## config.mk

```make
export PLATFORM = sky130hd
export DESIGN_NAME = shift_normalizer
export DESIGN_NICKNAME = d
export VERILOG_FILES = /design/src/rtl/shift_normalizer.sv
export SDC_FILE = /design/constraint.sdc
export NUM_CORES = 1
export LEC_CHECK = 0
export ABC_AREA = 0
export CORE_MARGIN = 5
export CORE_UTILIZATION = 50
export DETAILED_ROUTE_END_ITERATION = 12
export GPL_TIMING_DRIVEN = 0
export PLACE_DENSITY = 0.84
export SYNTH_ARGS = -nofsm -noshare
export SYNTH_HDL_FRONTEND = slang
export SYNTH_SLANG_ARGS = --single-unit
```

## constraint.sdc

```tcl
create_clock -name Clk -period 4.9 [get_ports Clk]
set_clock_uncertainty 0.05 [all_clocks]
set_input_delay 0.98 -clock Clk [delete_from_list [all_inputs] [get_ports Clk]]
set_output_delay 0.98 -clock Clk [all_outputs]
set_load 0.01 [all_outputs]
```

## src/rtl/shift_normalizer.sv

```systemverilog
// shift_normalizer: sequential normalizer, the inverse of the left/right shifter.
// Ports: Clk, Rst (sync, active-high), start/sel/A in; busy/done/out/amount/zero out.
module shift_normalizer #(
  parameter int WIDTH = 5,
  parameter int CNT_W = 3
) (
  input  logic             Clk,
  input  logic             Rst,
  input  logic             start,
  input  logic             sel,
  input  logic [WIDTH-1:0] A,
  output logic             busy,
  output logic             done,
  output logic [WIDTH-1:0] out,
  output logic [CNT_W-1:0] amount,
  output logic             zero
);

  typedef enum logic [1:0] {
    S_IDLE  = 2'd0,
    S_SHIFT = 2'd1,
    S_DONE  = 2'd2
  } state_t;

  localparam logic [CNT_W-1:0] ONE = CNT_W'(1);

  state_t state;
  state_t nstate;
  logic   dir;
  logic   target;

  // dir is the direction latched at start; live sel is ignored
  // for the remainder of the operation.
  assign target = dir ? out[0] : out[WIDTH-1];

  always_ff @(posedge Clk) begin
    if (Rst) state <= S_IDLE;
    else     state <= nstate;
  end

  always_comb begin
    nstate = state;
    unique case (state)
      S_IDLE: begin
        if (start) nstate = (A == '0) ? S_DONE : S_SHIFT;
      end
      S_SHIFT: begin
        if (target) nstate = S_DONE;
      end
      S_DONE:  nstate = S_IDLE;
      default: nstate = S_IDLE;
    endcase
  end

  always_comb begin
    busy = 1'b0;
    done = 1'b0;
    unique case (state)
      S_IDLE:  busy = 1'b0;
      S_SHIFT: busy = 1'b1;
      S_DONE: begin
        busy = 1'b1;
        done = 1'b1;
      end
      default: busy = 1'b0;
    endcase
  end

  always_ff @(posedge Clk) begin
    if (Rst) begin
      out    <= '0;
      amount <= '0;
      zero   <= 1'b0;
      dir    <= 1'b0;
    end else begin
      unique case (state)
        S_IDLE: begin
          if (start) begin
            dir    <= sel;
            out    <= A;
            amount <= '0;
            zero   <= (A == '0);
          end
        end
        S_SHIFT: begin
          // Nonzero operand guarantees target is reached before
          // amount can exceed WIDTH-1, so no wrap handling.
          if (!target) begin
            out    <= dir ? (out >> 1) : (out << 1);
            amount <= amount + ONE;
          end
        end
        default: begin
          out    <= out;
          amount <= amount;
        end
      endcase
    end
  end

endmodule

```

==> results of run 1 <==
-- worst min path at each step --
stage,slack [ns],depth (start not counted),end
2_1_floorplan,0.43,2,zero
3_3_place_gp,0.39,2,zero
3_5_place_dp,0.41,2,zero
4_1_cts,0.43,2,zero
5_1_grt,0.48,2,zero
6_report,0.42,2,zero
-- through the flow --
| stage | setup slack (ns) | total power, mW | hold WS [ns] |
|---|---|---|---|
| 3_5_place_dp | 2.312 | 0.2755 | 0.4139 |
| 4_1_cts | 2.339 | 0.3377 | 0.4279 |
| 3_3_place_gp | 2.329 | 0.2723 | 0.3941 |
| 6_report | 2.360 | 0.3328 | 0.4244 |
| 5_1_grt | 2.279 | 0.3586 | 0.4757 |
| 2_1_floorplan | 2.800 | 0.2224 | 0.4305 |
-- cell type report --
| class | instances | area (um^2) | area share (%) |
|---|---|---|---|
| multi-input combinational | 60 | 474.2 | 48.34 |
| sequential | 12 | 240.2 | 24.49 |
| timing repair buffer | 19 | 190.2 | 19.39 |
| clock buffer | 3 | 22.52 | 2.296 |
| buffer | 4 | 22.52 | 2.296 |
| tap | 16 | 20.02 | 2.041 |
| inverter | 3 | 11.26 | 1.148 |
-- logic make-up (layout without fill, tap and decap cells) --
logic type               after synthesis  after routing  share of synthesized area, %
multiplexers                          12             12                         18.06
flip-flops                            12             12                         32.11
adder cells (fa/ha/maj)                4              4                         6.689
AND/OR/NAND/NOR                       29             29                         22.07
buffers and inverters                  7             29                         4.515
AO/OA/AOI/OAI                         15             15                         16.56
-- Yosys cell counts, drive strengths merged (2+ instances only) --
cell type / n
a211o: 4
a21oi: 4
clkbuf: 3
dfxtp: 12
ha: 4
inv: 3
mux2: 3
mux2i: 9
nand2: 3
nand2b: 8
nand3: 2
nand3b: 2
nor2: 5
nor2b: 4
or3: 2
-- sequential cells by signal, indices dropped and copies added (netlist names) --
register  flops
out           5
amount        3
state         2
dir           1
zero          1
-- worst max-delay path, cell delays in order, from the launching register on --
cell and delay, ns:
dfxtp_1 0.36, inv_1 0.07, ha_1 0.28, clkdlybuf4s50_1 0.53
-- report_power, final --
group / internal [mW] / total [mW] / switching (mW)
clock network: 0.0284 / 0.0599 / 0.0315
registers: 0.112 / 0.126 / 0.0133
logic: 0.0802 / 0.147 / 0.0672
total: 0.221 / 0.333 / 0.112
-- routing by layer --
metal  track usage (%)  part of all wire (%)  vias to the layer above  wire, um
li1                  -                     -                      329         -
met1             18.28                    46                      302       745
met2             23.26                    46                       17       746
met3             3.988                   4.8                        4        77
met4             9.417                   2.2                        0        36
met5                 0                     0                        -         0
==> summary.txt, run 1 <==
Power and ir drop
  – Peak supply drop: 0.0001947 V
  – Leakage power: 0.3846 nW
  – PD cells: 339.3 nW/um^2

Floorplan
  – Row Count: 14
  – Die H: 48.69 um
  – Die X: 48.69 um
  – Die Footprint: 2370 um^2
  – Core area: 1454 um^2
  – Top Ports: 20
  – Initial Util: 51.46%

Drt
  – Vias: 652
  – Antenna Violating Nets Remaining: 0
  – Initial DRC count: 8
  – Avg WL per Cell: 13.72 um
  – Routed WL: 1605 um
  – Residual DRC count: 0
  – Vias per std cell: 5.573
  – TritonRoute pass-1 iters: 4

Placed design
  – DP HPWL: 1244 um
  – Placed cell area: 958.4 um^2
  – Routability Congestion: 0.8118
  – Cells after DPL: 114
  – I/O Buffers: 19

Logic synthesis
  – Register area share after synthesis: 32.11%
  – Ys async rst share: 0%
  – Ranking of synthesized cells by area: dfxtp_1 (32%), mux2i_1 (12%), ha_1 (6.7%)
  – Post-synth EDFFs: 0
  – Netlist cell types: 27
  – Syn_nets: 92
  – Leading area contributor after synthesis: dfxtp_1
  – Post-synth top flop: dfxtp_1
  – Mapped Area: 748.2 um^2
  – Cells after synthesis: 79
  – Synthesis-stage register bit count: 12
  – Synth top area share: 32.11%
  – Ys Warns: 0
  – Mapped Avg Cell Area: 9.471 um^2

Global route
  – Vias in the first global route: 662
  – First-pass GRT wire length: 2904 um
  – Initial antenna violation count: 0
  – GR Overflow Total: 0
  – Largest net degree at the start of global routing: 11
  – Total Routing Usage GR: 15.06%

Clock network
  – Latest clock arrival within the worst-skew pair: 0.27 ns
  – Post-cts repair resize count: 0
  – Clock-pin slew on the worst setup and hold paths: 0.07 ns
  – CTS tree: yes
  – Clock tree buffer depth: 2
  – Clk sinks: 12
  – Num CTS Buffers: 3
  – Post-CTS Setup Inserts: 0
  – Clock root cell: clkbuf_4
  – Hold-fix buffers, CTS: 0
  – # H-tree levels: 1

Worst setup path
  – WP data arrival: 1.51 ns
  – Setup crit start kind: register
  – Reg-to-reg slack, setup: 3.21 ns
  – Worst setup path startpoint: state[0]
  – Reg2Reg Launch Point: state[0]
  – Worst flop-to-flop path endpoint: out[4]
  – CP max FO: 3
  – FF-to-FF path depth: 5
  – CP endpoint: busy
  – Critical path class: reg -> out
  – Critical Path End Type: output pin
  – Critical Path RT: 3.87 ns

Finish
  – Most common cell after layout, fill and taps aside: clkdlybuf4s50_1
  – Non-Filler Instances: 117
  – ANT cells: 0
  – Design area: 980.9 um^2
  – Fillers: 125
  – Share of cells above drive strength 1: 10.89%
  – Final core utilization: 67.47%
  – Commonest cells after routing, fill and taps aside: clkdlybuf4s50_1 (19), dfxtp_1 (12), mux2i_1 (9)
  – Post-layout net count: 116
  – Area Growth Syn to Fin: 31.10%

STA
  – RSZ-0062 raised after global routing: no
  – Measured slew at the worst slew-check pin: 0.3862 ns
  – Crit share post-route: 51.83%
  – # setup viols final: 0
  – Max_slew headroom: 73.89%
  – Endpoints failing hold: 0
  – Slew Viols, Final: 0
  – Min Tclk post-route: 2.540 ns
  – FMAX: 0.3938 GHz
  – Setup TNS: 0 ns

Hold path
  – HP Class: reg -> reg
  – HP Start: zero

Run
  – Max cap viols: 0

Status
  – Status: complete, no violations
(Power assumes the default switching activity.)
==> inputs of run 2 (changes only) <==
Settings changed: CORE_ASPECT_RATIO set to 1.25, CORE_UTILIZATION 50 to 46, PLACE_DENSITY 0.84 to 0.79.
Clock period 4.9 ns to 2.35 ns, I/O delays scaled along.
==> summary.txt, run 2 (synthesis results as in run 1) <==
Clock network
  – Num CTS Buffers: 3 (unchanged)
  – # H-tree levels: 1 (unchanged)
  – Post-cts repair resize count: 0 (unchanged)
  – Clk sinks: 12 (unchanged)
  – Latest clock arrival within the worst-skew pair: 0.27 ns (about the same)
  – Clock root cell: clkbuf_4
  – CTS tree: yes
  – Hold-fix buffers, CTS: 0 (unchanged)
  – Clock-pin slew on the worst setup and hold paths: 0.07 ns (about the same)
  – Clock tree buffer depth: 2 (unchanged)
  – Post-CTS Setup Inserts: 0 (unchanged)

Power and ir drop
  – Sequential share of power: 38.0% (+0.3 points)
  – PD cells: 706.9 nW/um^2 (+110%)
  – Sw Ratio: 33.81% (+0.14 points)
  – Clk pwr share: 17.9% (about the same)
  – Psw: 0.2350 mW (+110%)
  – Leakage power: 0.3846 nW (unchanged)
  – Internal: 0.4602 mW (+110%)
  – Peak supply drop: 0.0003836 V (+97%)
  – Total power: 0.6952 mW (+110%)
  – Gate power share: 44.1% (-0.2 points)

Global route
  – Vias in the first global route: 652 (-1.5%)
  – Total Routing Usage GR: 15.54% (+0.48 points)
  – Initial antenna violation count: 0 (unchanged)
  – GR Overflow Total: 0 (unchanged)
  – First-pass GRT wire length: 2829 um (-2.6%)
  – Largest net degree at the start of global routing: 11 (unchanged)

STA
  – Slew Viols, Final: 0 (unchanged)
  – PnR worst setup slack: 0.3190 ns (-2.042 ns)
  – Min Tclk post-route: 2.031 ns
  – Crit share post-route: 86.43%
  – FMAX: 0.4924 GHz
  – Setup TNS: 0 ns (unchanged)
  – Endpoints failing hold: 0 (unchanged)
  – # setup viols final: 0 (unchanged)
  – Measured slew at the worst slew-check pin: 0.4512 ns (+0.06495 ns)
  – Max_slew headroom: 69.92% (-4.0 points)
  – RSZ-0062 raised after global routing: no

Drt
  – Antenna Violating Nets Remaining: 0 (unchanged)
  – Vias per std cell: 5.479 (-1.7%)
  – Vias: 652 (unchanged)
  – Avg WL per Cell: 13.75 um (+0.22%)
  – Met2 WL: 789 um (+5.8%)
  – Routed WL: 1636 um (+1.9%)
  – Met3 wire len: 91 um (+18%)
  – Residual DRC count: 0 (unchanged)
  – Met1 WL: 737 um (-1.1%)
  – Initial DRC count: 7 (-1)
  – Top sig layer: met4
  – TritonRoute pass-1 iters: 4 (unchanged)

Finish
  – Most flops, register: out
  – Max FFs per register: 5 (unchanged)
  – Fillers: 150 (+20%)
  – Non-Filler Instances: 119 (+1.7%)
  – ANT cells: 0 (unchanged)
  – Most common cell after layout, fill and taps aside: clkdlybuf4s50_1
  – Commonest cells after routing, fill and taps aside: clkdlybuf4s50_1 (19), dfxtp_1 (12), mux2i_1 (9)
  – Area Growth Syn to Fin: 31.44%
  – Top Registers: out: 5 flops, amount: 3 flops, state: 2 flops
  – Final core utilization: 62.98% (-4.5 points)
  – Share of cells above drive strength 1: 10.89% (unchanged)
  – Post-layout net count: 116 (unchanged)

Worst setup path
  – CP max FO: 3 (unchanged)
  – Setup crit start kind: register
  – Critical Path RT: 1.83 ns (-2.04 ns)
  – WP data arrival: 1.51 ns (about the same)
  – CP max stage delay: 0.52 ns (about the same)
  – Reg-to-reg slack, setup: 0.65 ns (-2.56 ns)
  – CP max stage cell: clkdlybuf4s50_1
  – Critical path class: reg -> out
  – CP Cell Sequence: inv_1 > ha_1 > clkdlybuf4s50_1
  – Critical Path End Type: output pin

Status
  – Status: complete, no violations

Placed design
  – DP Worst Slack: 0.2612 ns (-2.051 ns)
  – Routability Congestion: 0.8208 (+1.1%)
  – DP HPWL: 1227 um (-1.3%)
  – I/O Buffers: 19 (unchanged)
  – Cells after DPL: 116 (+1.8%)

Floorplan
  – Die Footprint: 2538 um^2 (+7.1%)
  – Core area: 1562 um^2 (+7.4%)
  – Row Count: 16 (+2)
  – Die H: 55.09 um (+13%)
  – Top Ports: 20 (unchanged)
  – Die X: 46.07 um (-5.4%)
  – Initial Util: 47.92% (-3.5 points)

Run
  – Max cap viols: 0 (unchanged)

Hold path
  – HP Class: reg -> reg
==> run 2: metal layers <==
metal | track usage [%] | up-vias
met5 | 0 | -
met4 | 8.531 | 0
met3 | 3.560 | 4
met2 | 25.92 | 15
li1 | - | 327
met1 | 18.02 | 306
==> run 2: path summary, 6_finish.rpt <==
path,start,endpoint,cells after the start
max,state[0],busy,3
min,zero,zero,2
max reg2reg,state[0],out[0],5
min reg2reg,zero,zero,2
==> run 2: area by class of cell <==
type	count	area [um^2]	share of cell area, %
inverter	3	11.26	1.145
multi-input combinational	60	474.2	48.22
buffer	4	22.52	2.290
timing repair buffer	19	190.2	19.34
sequential	12	240.2	24.43
tap	18	22.52	2.290
clock buffer	3	22.52	2.290
==> run 2: power by group through the flow <==
stage                     clock (mW)  combinational, mW  sequential, mW
after detailed placement           0              0.308           0.268
after CTS                      0.129              0.310           0.264
after floorplan                    0              0.193           0.271
after global placement             0              0.303           0.267
after global routing           0.140              0.336           0.269
final                          0.125              0.306           0.264
==> run 2: through the flow <==
stage                     instance area (um^2)  hold slack, ns
final                                    983.4          0.4089
after global placement                   960.9          0.3938
after floorplan                          748.2          0.4305
after CTS                                983.4          0.4122
after detailed placement                 960.9          0.4018
after global routing                     983.4          0.4323
==> run 2: worst max-delay path, delay by kind of cell, from the launching register on <==
family	cells	cell delay (ns)
flip-flops	1	0.37
buffers and inverters	2	0.60
adder cells (fa/ha/maj)	1	0.28
==> inputs of run 3 (changes only) <==
Settings changed: RECOVER_POWER set to 50.
==> summary.txt, run 3 (synthesis results as in run 1) <==
Floorplan
  – Die H: 55.09 um (unchanged)
  – Initial Util: 47.92% (unchanged)
  – Die X: 46.07 um (unchanged)
  – Row Count: 16 (unchanged)
  – Top Ports: 20 (unchanged)
  – Die Footprint: 2538 um^2 (unchanged)
  – Core area: 1562 um^2 (unchanged)

Global route
  – First-pass GRT wire length: 2829 um (unchanged)
  – Initial antenna violation count: 0 (unchanged)
  – GR Overflow Total: 0 (unchanged)
  – Total Routing Usage GR: 15.54% (unchanged)
  – Largest net degree at the start of global routing: 11 (unchanged)
  – Vias in the first global route: 652 (unchanged)

Drt
  – Vias per std cell: 5.655 (+3.2%)
  – TritonRoute pass-1 iters: 4 (unchanged)
  – Avg WL per Cell: 13.76 um (+0.12%)
  – Initial DRC count: 10 (+3)
  – Routed WL: 1638 um (+0.12%)
  – Antenna Violating Nets Remaining: 0 (unchanged)
  – Residual DRC count: 0 (unchanged)
  – Vias: 673 (+3.2%)

Hold path
  – Hold Path Cell Cnt: 2 (unchanged)
  – HP Start: zero
  – HP Class: reg -> reg
  – Hold endpoint: zero

Clock network
  – Hold-fix buffers, CTS: 0 (unchanged)
  – Clock-pin slew on the worst setup and hold paths: 0.07 ns (about the same)
  – Clk sinks: 12 (unchanged)
  – Post-CTS Setup Inserts: 0 (unchanged)
  – Post-cts repair resize count: 0 (unchanged)
  – Num CTS Buffers: 3 (unchanged)
  – Clock tree buffer depth: 2 (unchanged)
  – Clock root cell: clkbuf_4
  – # H-tree levels: 1 (unchanged)
  – Latest clock arrival within the worst-skew pair: 0.28 ns (about the same)
  – CTS tree: yes

Worst setup path
  – CP top delay family: buffers and inverters
  – CP max stage cell: clkdlybuf4s50_1
  – Critical Path RT: 1.83 ns (about the same)
  – WP data arrival: 1.52 ns (about the same)
  – CP max stage delay: 0.52 ns (about the same)
  – Setup crit start kind: register
  – Critical path class: reg -> out
  – Critical Path End Type: output pin
  – FF-to-FF path depth: 5 (unchanged)
  – Critical path buffer and inverter count: 2 (unchanged)
  – Reg-to-reg slack, setup: 0.56 ns (-0.09 ns)
  – Reg2Reg Launch Point: state[0]
  – CP Cell Sequence: inv_1 > ha_1 > clkdlybuf4s50_1
  – CP max FO: 3 (unchanged)
  – Worst flop-to-flop path endpoint: out[3]

Power and ir drop
  – Peak supply drop: 0.0003818 V (-0.48%)
  – Clk pwr share: 18.6% (+0.7 points)
  – Sequential share of power: 38.4% (+0.4 points)
  – PD cells: 705.5 nW/um^2 (-0.20%)
  – Internal: 0.4529 mW (-1.6%)
  – Sw Ratio: 34.13% (+0.33 points)
  – Gate power share: 43.0% (-1.1 points)
  – Psw: 0.2347 mW (-0.13%)
  – Leakage power: 0.3951 nW (+2.7%)

Placed design
  – I/O Buffers: 19 (unchanged)
  – DP HPWL: 1227 um (unchanged)
  – DP Worst Slack: 0.2612 ns (unchanged)
  – Routability Congestion: 0.8208 (unchanged)

STA
  – # setup viols final: 0 (unchanged)
  – FMAX: 0.4914 GHz (-0.20%)
  – Endpoints failing hold: 0 (unchanged)
  – Max_slew headroom: 57.90% (-12 points)
  – Slew Viols, Final: 0 (unchanged)
  – Measured slew at the worst slew-check pin: 0.6277 ns (+0.1765 ns)
  – PnR worst setup slack: 0.3150 ns (-0.004006 ns)
  – Min Tclk post-route: 2.035 ns (+0.004006 ns)
  – RSZ-0062 raised after global routing: no
  – Crit share post-route: 86.60% (+0.17 points)
  – Min Hold Slack: 0.4055 ns (-0.003420 ns)
  – Setup TNS: 0 ns (unchanged)

Finish
  – Top Registers: out: 5 flops, amount: 3 flops, state: 2 flops
  – ANT cells: 0 (unchanged)
  – Post-layout net count: 116 (unchanged)
  – Commonest cells after routing, fill and taps aside: clkdlybuf4s50_1 (13), dfxtp_1 (12), mux2i_1 (9)
  – Most flops, register: out
  – Most common cell after layout, fill and taps aside: clkdlybuf4s50_1
  – Max FFs per register: 5 (unchanged)
  – Share of cells above drive strength 1: 8.911% (-2.0 points)
  – Area Growth Syn to Fin: 30.27%

Run
  – Max cap viols: 0 (unchanged)

Status
  – Status: complete, no violations
run 3: cell type report:
| type | instances | area [um^2] |
|---|---|---|
| Clock buffer | 3 | 22.52 |
| Sequential cell | 12 | 240.2 |
| Buffer | 4 | 22.52 |
| Inverter | 3 | 11.26 |
| Multi-Input combinational cell | 60 | 465.4 |
| Timing Repair Buffer | 19 | 190.2 |
| Tap cell | 18 | 22.52 |
| Fill cell | 153 | 586.8 |
run 3: per-layer routing:
layer,global-route usage (%),up-vias,routed length (um)
met5,0,-,0
met4,8.531,0,33
met3,3.560,5,137
met2,25.92,28,757
met1,18.02,313,711
li1,-,327,-
run 3: worst max-delay path by stage:
stage	start	endpoint	slack, ns	cells after the start
after floorplan	A[1]	zero	0.76	3
after global placement	A[1]	zero	0.28	4
after detailed placement	A[1]	zero	0.26	4
after CTS	state[0]	busy	0.31	3
after global routing	state[1]	busy	0.25	3
final	state[0]	busy	0.31	3
run 3: power by group through the flow:
stage                     registers, mW  logic, mW  clock network [mW]
after CTS                         0.264      0.310               0.129
after floorplan                   0.271      0.193                   0
after detailed placement          0.268      0.308                   0
after global routing              0.269      0.325               0.140
after global placement            0.267      0.303                   0
final                             0.264      0.295               0.128
run 3: worst min-delay path: stages (launching register included):
cell and delay, ns:
dfxtp_1 0.31, nand2_1 0.05, a21oi_1 0.05
run 3: through the flow:
stage          util, %  instance area, um^2  instances  total power [mW]
2_1_floorplan        -                748.2         79            0.4636
3_3_place_gp     61.54                960.9        116            0.5701
3_5_place_dp     61.54                960.9        116            0.5756
4_1_cts          62.98                983.4        119            0.7031
5_1_grt          62.42                974.7        119            0.7346
6_report         62.42                974.7        119            0.6876
